### config.mk
export PLATFORM = sky130hd
export DESIGN_NAME = if_fetch
export DESIGN_NICKNAME = d
export VERILOG_FILES = /design/src/rtl/if_fetch.sv
export SDC_FILE = /design/constraint.sdc
export NUM_CORES = 1
export LEC_CHECK = 0
export CAP_MARGIN = 0
export CORE_MARGIN = 2
export CORE_UTILIZATION = 37
export DETAILED_ROUTE_END_ITERATION = 7
export PLACE_DENSITY = 0.62
export SLEW_MARGIN = 10
export SYNTH_ARGS = -nofsm -noshare
export SYNTH_HDL_FRONTEND = slang
export SYNTH_SLANG_ARGS = --single-unit
### constraint.sdc
create_clock -name clk -period 13 [get_ports clk]
set_input_delay 2.6 -clock clk [delete_from_list [all_inputs] [get_ports clk]]
set_output_delay 2.6 -clock clk [all_outputs]
set_load 0.005 [all_outputs]
### src/rtl/if_fetch.sv
// Instruction fetch unit: direct-mapped one-word icache in front of a byte-wide memory port.
// A miss assembles the word little-endian from four sequential byte reads and refills the line.
module if_fetch #(
    parameter int unsigned ADDR_W = 17,
    parameter int unsigned LINES  = 16
) (
    input  logic              clk,
    input  logic              rst,
    input  logic              rdy,
    input  logic [31:0]       pc,
    input  logic              if_inst_re,
    input  logic              flush,
    input  logic              mem_busy,
    input  logic [7:0]        mem_din,
    output logic [ADDR_W-1:0] mem_a,
    output logic              mem_re,
    output logic [31:0]       inst,
    output logic [31:0]       inst_pc,
    output logic              inst_valid,
    output logic              stall_req
);

    localparam int unsigned IDX_W = $clog2(LINES);
    localparam int unsigned TAG_W = ADDR_W - IDX_W - 2;

    localparam logic [2:0] StIdle   = 3'd0;
    localparam logic [2:0] StLookup = 3'd1;
    localparam logic [2:0] StIssue  = 3'd2;
    localparam logic [2:0] StDrain  = 3'd3;
    localparam logic [2:0] StDone   = 3'd4;

    logic [2:0]  state_q, state_d;
    logic [31:0] req_pc_q, req_pc_d;
    logic [1:0]  cnt_q, cnt_d;
    logic        pend_q, pend_d;
    logic [1:0]  pend_idx_q, pend_idx_d;
    logic [31:0] asm_q, asm_d;
    logic [31:0] inst_q, inst_d;
    logic [31:0] inst_pc_q, inst_pc_d;
    logic        inst_valid_q, inst_valid_d;
    logic        stall_q, stall_d;

    logic [LINES-1:0] line_valid_q;
    logic [TAG_W-1:0] line_tag_q  [LINES];
    logic [31:0]      line_data_q [LINES];

    logic [IDX_W-1:0] idx;
    logic [TAG_W-1:0] req_tag;
    logic             hit;
    logic             line_we;
    logic [31:0]      asm_merged;

    assign idx     = req_pc_q[IDX_W+1:2];
    assign req_tag = req_pc_q[ADDR_W-1:IDX_W+2];
    assign hit     = line_valid_q[idx] && (line_tag_q[idx] == req_tag);

    assign mem_re = (state_q == StIssue) && rdy && !flush && !mem_busy;
    assign mem_a  = (state_q == StIssue)
                  ? req_pc_q[ADDR_W-1:0] + {{(ADDR_W-2){1'b0}}, cnt_q}
                  : '0;

    assign inst       = inst_q;
    assign inst_pc    = inst_pc_q;
    assign inst_valid = inst_valid_q;
    assign stall_req  = stall_q;

    // The byte issued last cycle is on mem_din now; fold it in regardless of rdy so it is not lost.
    always_comb begin
        asm_merged = asm_q;
        if (pend_q) begin
            asm_merged[{pend_idx_q, 3'b000} +: 8] = mem_din;
        end
    end

    always_comb begin
        state_d      = state_q;
        req_pc_d     = req_pc_q;
        cnt_d        = cnt_q;
        pend_d       = 1'b0;
        pend_idx_d   = pend_idx_q;
        asm_d        = asm_merged;
        inst_d       = inst_q;
        inst_pc_d    = inst_pc_q;
        inst_valid_d = inst_valid_q;
        stall_d      = stall_q;
        line_we      = 1'b0;

        if (!rdy) begin
            // Frozen: everything holds; only the in-flight byte is absorbed above.
            state_d = state_q;
        end else if (flush) begin
            state_d      = StIdle;
            cnt_d        = 2'd0;
            asm_d        = asm_q;
            inst_valid_d = 1'b0;
            stall_d      = 1'b0;
        end else begin
            inst_valid_d = 1'b0;
            unique case (state_q)
                StIdle: begin
                    if (if_inst_re) begin
                        req_pc_d = pc;
                        stall_d  = 1'b1;
                        state_d  = StLookup;
                    end
                end
                StLookup: begin
                    if (hit) begin
                        inst_d       = line_data_q[idx];
                        inst_pc_d    = req_pc_q;
                        inst_valid_d = 1'b1;
                        stall_d      = 1'b0;
                        state_d      = StIdle;
                    end else begin
                        cnt_d   = 2'd0;
                        state_d = StIssue;
                    end
                end
                StIssue: begin
                    if (!mem_busy) begin
                        pend_d     = 1'b1;
                        pend_idx_d = cnt_q;
                        cnt_d      = cnt_q + 2'd1;
                        if (cnt_q == 2'd3) begin
                            state_d = StDrain;
                        end
                    end
                end
                StDrain: begin
                    line_we      = 1'b1;
                    inst_d       = asm_merged;
                    inst_pc_d    = req_pc_q;
                    inst_valid_d = 1'b1;
                    stall_d      = 1'b0;
                    state_d      = StDone;
                end
                StDone: begin
                    state_d = StIdle;
                end
                default: begin
                    state_d = StIdle;
                end
            endcase
        end
    end

    always_ff @(posedge clk) begin
        if (rst) begin
            state_q      <= StIdle;
            req_pc_q     <= '0;
            cnt_q        <= '0;
            pend_q       <= 1'b0;
            pend_idx_q   <= '0;
            asm_q        <= '0;
            inst_q       <= '0;
            inst_pc_q    <= '0;
            inst_valid_q <= 1'b0;
            stall_q      <= 1'b0;
        end else begin
            state_q      <= state_d;
            req_pc_q     <= req_pc_d;
            cnt_q        <= cnt_d;
            pend_q       <= pend_d;
            pend_idx_q   <= pend_idx_d;
            asm_q        <= asm_d;
            inst_q       <= inst_d;
            inst_pc_q    <= inst_pc_d;
            inst_valid_q <= inst_valid_d;
            stall_q      <= stall_d;
        end
    end

    always_ff @(posedge clk) begin
        if (rst) begin
            line_valid_q <= '0;
        end else if (line_we) begin
            line_valid_q[idx] <= 1'b1;
        end
    end

    always_ff @(posedge clk) begin
        if (line_we) begin
            line_tag_q[idx]  <= req_tag;
            line_data_q[idx] <= asm_merged;
        end
    end

endmodule

=== Word-level counts from Yosys, hierarchy flattened ===
Memory sizes are Yosys's and may differ from the RTL's. A register that Yosys moved wholly into a read port is not among the register bits.
Cells that the tools add are included.

* Register bits after elaboration: 154
* Memory bits (writable): 688
* Input bits: 46
* Logic and storage cells: 95
* Memories: 2

{| class="wikitable"
|+ Memory list
! name !! words !! width !! rd ports !! clocked after memory_dff !! write ports !! RTL line !! text
|-
| line_data_q || 16 || 32 || 1 || 1 || 1 || 45 || <nowiki>logic [31:0] line_data_q [LINES];</nowiki>
|-
| line_tag_q || 16 || 11 || 1 || 1 || 1 || 44 || <nowiki>logic [TAG_W-1:0] line_tag_q [LINES];</nowiki>
|}

* $add $sub $neg: 3
* $lt $le $gt $ge: 2
* Equality and inequality tests: 12
* Shift operators: 2
* Muxes and demuxes: 40
* Bitwise operators: 5
* Reductions and logical operators: 18

{| class="wikitable"
|+ Operator list
! cell !! number
|-
| $mux W32 || 5
|-
| $pmux W32 S2 || 2
|-
| $bwmux W32 || 1
|-
| $shift A8 B7 Y32 const A || 1
|-
| $shiftx A8 B7 Y32 || 1
|-
| $reduce_and A4 Y1 || 6
|-
| $add A17 B2 Y17 || 1
|-
| $mux W17 || 1
|-
| $mux W4 || 4
|-
| $or A16 B16 Y16 || 1
|-
| $mux W1 || 13
|-
| $mux W3 || 4
|-
| $ne A3 B3 Y1 const B || 4
|-
| $pmux W3 S4 || 1
|-
| $eq A11 B11 Y1 || 1
|-
| $mux W2 || 4
|-
| $neg A5 Y7 || 1
|-
| $eq A3 B2 Y1 const B || 2
|-
| $logic_and A1 B1 Y1 || 5
|-
| $lt A4 B5 Y1 const B || 1
|-
| $bmux W1 S4 || 1
|-
| $demux W1 S4 || 1
|-
| $ge A4 B1 Y1 const B || 1
|-
| $ne A2 B2 Y1 const B || 2
|-
| 14 further kinds || 18
|}

=== Logic depth before layout (Yosys ltp) ===
* Depth in word-level cells: 6
* Mapped depth: 13
* Mapped depth without buffers: 8

=== Worst setup path before layout ===
OpenSTA, ideal clock, no wires.

* Path kind: input to register
* Start: in rdy
* End: mem line_data_q[0][0], enable pin
* Library setup time: 499 ps
* Data arrival time: 6362 ps
* Data required time: 12501 ps
* Setup slack: 6139 ps
* Stages on the path: 4
* Cell sequence: nor2b_1 > nand4_1 > or3_1 > nor3_1

* Cells in the longest elaborated chain, start to end: 3

{| class="wikitable"
|+ RTL lines
! item !! RTL line !! text
|-
| from (decl) || 9 || <nowiki>input logic rdy,</nowiki>
|-
| $mux W1 || 88 || <nowiki>if (!rdy) begin</nowiki>
|-
| $mux W1 || 182 || <nowiki>if (line_we) begin</nowiki>
|-
| $mux W1 (not written as such) || 184 || <nowiki>line_data_q[idx] <= asm_merged;</nowiki>
|-
| to (decl) || 45 ||
|}

No other way between the ends.

=== Final worst setup path ===
* Start: in rdy
* End: out mem_re

* Cells in the longest elaborated chain, start to end: 3

{| class="wikitable"
|+ RTL lines
! item !! RTL line !! text
|-
| $logic_and A1 B1 Y1 (3 in a row) || 57 || <nowiki>assign mem_re = (state_q == StIssue) && rdy && !flush && !mem_busy;</nowiki>
|-
| to (decl) || 16 || <nowiki>output logic mem_re,</nowiki>
|}

No other way between the ends.

==> out/summary.txt <==
Critical Path Start Type = input pin
Final critical-path required period = 7.29 ns
Area share of the largest cell type after synthesis = 61.7%
Top area cells in the synthesized netlist = sky130_fd_sc_hd__edfxtp_1, sky130_fd_sc_hd__mux4_2, sky130_fd_sc_hd__dfxtp_1
Post-detailed-route wirelength per cell = 24.3 µm
Register bit count reported by yosys = 846
Parity-gate share of the synthesized area counting xor and xnor cells = 0.419%
Min-Delay Path Class = reg -> reg
Number of failing hold endpoints at the final stage = 0
Total of endpoints with negative setup slack in the final report = 0
Die W = 305 µm
Die boundary height = 305 µm
Headroom to the max-slew limit = 25.8%
Pin count of the biggest net entering global routing = 83
Worst Clk Skew = 0.0241 ns
Seq/Total Area, Yosys = 71.2%
Area growth from synthesis to layout = 16.1%
Crit path max-delay cell type = sky130_fd_sc_hd__clkdlybuf4s50_1
Top cells by instance count after synthesis = sky130_fd_sc_hd__edfxtp_1, sky130_fd_sc_hd__mux4_2, sky130_fd_sc_hd__dfxtp_1
Routability congestion estimate from global placement = 0.766
Count of input and output buffers = 129
Ratio of routed vias to standard cells = 5.59
CP Max Fanout = 14
Total routing resource utilization after global routing = 17.3%
CP bufs+invs = 3
Clk sinks = 846
I/O pins = 130
Post-layout net count = 2121
Skew-Pair Late Insertion Delay = 0.63 ns
Antenna Violating Nets Remaining = 0
Worst setup margin = 5.71 ns
Standard cell core area = 89900 µm²
CTS tree = built
Family of cells with the greatest summed delay on the critical path = buffers and inverters
Share of the synthesized area in compound gates (AO/OA/AOI/OAI) = 5.39%
Tightest Pin Transition = 1.11 ns
Vias after detailed routing = 18514
Wire length reported by the detailed router = 80500 µm
Clock slew at reported path FFs = 0.06 ns
Number of max-cap violations = 0
Multiplexer fraction of the synthesized cell area = 14.2%
Number of post-CTS setup repair buffers = 0
Category of the most critical setup path = in -> out
Hold-fix buffers, CTS = 0
Cell with the most instances after synthesis = sky130_fd_sc_hd__edfxtp_1
Layout cells sized above 1 = 19.4%
Synthesized-area fraction occupied by and/or/nand/nor cells = 5.98%
Syn Nets = 2002
Cell area power density = 144 nW/µm²
Result of the run = completed
Leakage = 12.4 nW
Worst-case reg-to-reg path depth = 11
Total die area = 92900 µm²
Critical Path Most Common Cell = sky130_fd_sc_hd__clkdlybuf4s50_1
Flip-flop cell with the highest count after synthesis = sky130_fd_sc_hd__edfxtp_1
Number of warnings issued by yosys = 0
Final Non-Filler Cells = 3314
R2R Path End = inst[27]$_SDFFE_PP0P_
Period utilisation layout = 56.1%
Antenna diodes = 0
Top achievable clock speed = 0.137 GHz
Dpl cells = 3156
Worst setup slack for register-to-register paths = 7.38 ns
Arrival time worst endpoint = 4.69 ns
Async SR Flop Fraction = 0%
Total number of placement rows = 110
Number of enable flip-flop cells after synthesis = 688
Dominant combinational cell family by area after synthesis = multiplexers
Post-Place Setup Slack = 5.75 ns
Post-synthesis adder-cell area fraction = 0.359%
Global-route wire length before repair = 121000 µm
Critical path destination = mem_re
Max Buffers Root-to-Sink = 3
Post-route DRC = 0
Global route total overflow = 0
Number of CTS-inserted buffers = 84
Unrepaired setup endpoints after global routing = false
Data required, critical path = 10.40 ns
Total power consumption of the routed design = 5.60 mW
Cell type with the largest total area after synthesis = sky130_fd_sc_hd__edfxtp_1
Kind of end point of the critical path = output pin
Delay of the slowest cell on the worst path = 0.76 ns
Stages on worst setup path = 5
DRC marker count from the first detailed-route iteration = 2068
Count of cells resized by post-cts repair = 0
Starting utilization of the core area = 37.2%
Router iterations before antenna repair = 5
HPWL Detailed = 42400 µm
Post-synthesis instance area = 33500 µm²
Synthesized instance count = 1947
CP cell instances = clkdlybuf4s50_1 > nand2b_1 > or3_1 > inv_1 > clkdlybuf4s50_1
Fillcell total = 7714
Post-synth cell types = 61
Post-synthesis average cell area = 17.2 µm²
H-tree depth reported by CTS = 3
Worst setup path start = rdy
Hold Slack = 0.454 ns
Root buf cell = sky130_fd_sc_hd__clkbuf_16
Number of global-route vias before repair = 18774
Total count of max-transition violations in the final report = 0
Number of antenna violations at the first check in global routing = 0
Total negative slack for setup checks = 0 ns
Peak supply drop = 0.116 mV
## tightest hold or removal path: stages, from the launching register on
cell and delay (ns):
sky130_fd_sc_hd__dfxtp_1 0.31, sky130_fd_sc_hd__nand2_1 0.05, sky130_fd_sc_hd__a21oi_1 0.05
## state kept, by name, indices dropped and copies added, names as in the netlist, 2 cells and up, named ones only
signal	flops
line_data_q	512
line_tag_q	176
asm_q	32
inst	32
inst_pc	32
req_pc_q	32
line_valid_q	16
state_q	3
cnt_q	2
pend_idx_q	2
## layer usage
metal | global-route usage (%) | wire length (µm)
met4 | 5.71 | 2070
met1 | 24.8 | 35600
met3 | 2.52 | 5330
met2 | 27.3 | 37500
met5 | 0 | 0
## through the flow
step,instance area (µm²),utilization (%)
6_report,38800,43.2
2_1_floorplan,33500,-
3_3_place_gp,36000,40.1
3_5_place_dp,36000,40.1
5_1_grt,38800,43.2
4_1_cts,38800,43.2
## cells by family after synthesis
logic type	count (synthesis)
fa+ha+maj	9
buf+inv	174
simple gates	415
xor+xnor	16
compound gates	254
flops	846
mux	233
## how the worst min path moves through the flow
stage / start / to / slack, ns / depth (start not counted)
finish: req_pc_q[17]$_SDFFE_PP0P_ / req_pc_q[17]$_SDFFE_PP0P_ / 0.45 / 2
global route: req_pc_q[27]$_SDFFE_PP0P_ / req_pc_q[27]$_SDFFE_PP0P_ / 0.47 / 2
CTS: req_pc_q[17]$_SDFFE_PP0P_ / req_pc_q[17]$_SDFFE_PP0P_ / 0.45 / 2
detailed placement: req_pc_q[22]$_SDFFE_PP0P_ / req_pc_q[22]$_SDFFE_PP0P_ / 0.45 / 2
global placement: req_pc_q[22]$_SDFFE_PP0P_ / req_pc_q[22]$_SDFFE_PP0P_ / 0.44 / 2
floorplan: line_valid_q[10]$_SDFFE_PP0P_ / line_valid_q[10]$_SDFFE_PP0P_ / 0.43 / 2
## power by group
group	total, mW	switching (mW)	internal [mW]	leakage [nW]
Sequential	2.95	0.0197	2.93	7.95
Clock	2.48	1.01	1.47	1.39
Combinational	0.169	0.0987	0.0701	3.02
Total	5.60	1.13	4.47	12.4
## cell type report
cell class                      count  area, µm²  area share, %
Timing Repair Buffer              170       1600           4.11
Inverter                           37        139          0.358
Multi-Input combinational cell    927       8960           23.1
Clock buffer                      115       2350           6.05
Tap cell                         1176       1470           3.79
Sequential cell                   846      23800           61.4
Clock inverter                     43        480           1.24
## placed cells by master, fill, tap and decap left out, types with 7 or more instances in the layout
master / netlist / final
sky130_fd_sc_hd__a211oi_1: 34 / 34
sky130_fd_sc_hd__a21oi_1: 80 / 80
sky130_fd_sc_hd__a221oi_1: 13 / 13
sky130_fd_sc_hd__a221oi_2: 20 / 20
sky130_fd_sc_hd__a22oi_1: 39 / 39
sky130_fd_sc_hd__and4_1: 8 / 7
sky130_fd_sc_hd__buf_4: 11 / 42
sky130_fd_sc_hd__bufinv_16: 0 / 10
sky130_fd_sc_hd__clkbuf_1: 72 / 20
sky130_fd_sc_hd__clkbuf_16: 0 / 86
sky130_fd_sc_hd__clkbuf_8: 0 / 9
sky130_fd_sc_hd__clkdlybuf4s50_1: 0 / 128
sky130_fd_sc_hd__clkinv_1: 0 / 14
sky130_fd_sc_hd__clkinv_2: 0 / 12
sky130_fd_sc_hd__dfxtp_1: 158 / 154
sky130_fd_sc_hd__edfxtp_1: 688 / 688
sky130_fd_sc_hd__ha_1: 8 / 8
sky130_fd_sc_hd__inv_1: 37 / 37
sky130_fd_sc_hd__mux2i_1: 37 / 37
sky130_fd_sc_hd__mux4_2: 194 / 194
sky130_fd_sc_hd__nand2_1: 90 / 89
sky130_fd_sc_hd__nand2b_1: 7 / 7
sky130_fd_sc_hd__nand3_1: 43 / 42
sky130_fd_sc_hd__nand4_1: 8 / 8
sky130_fd_sc_hd__nor2_1: 128 / 115
sky130_fd_sc_hd__nor2_4: 0 / 13
sky130_fd_sc_hd__nor2b_1: 9 / 9
sky130_fd_sc_hd__nor3_1: 73 / 69
sky130_fd_sc_hd__nor4b_1: 7 / 7
sky130_fd_sc_hd__o21ai_0: 12 / 12
sky130_fd_sc_hd__o21ai_1: 28 / 28
sky130_fd_sc_hd__or3_1: 11 / 11
sky130_fd_sc_hd__xnor2_1: 7 / 7
sky130_fd_sc_hd__xor2_1: 9 / 9
(Power assumes the default switching activity.)
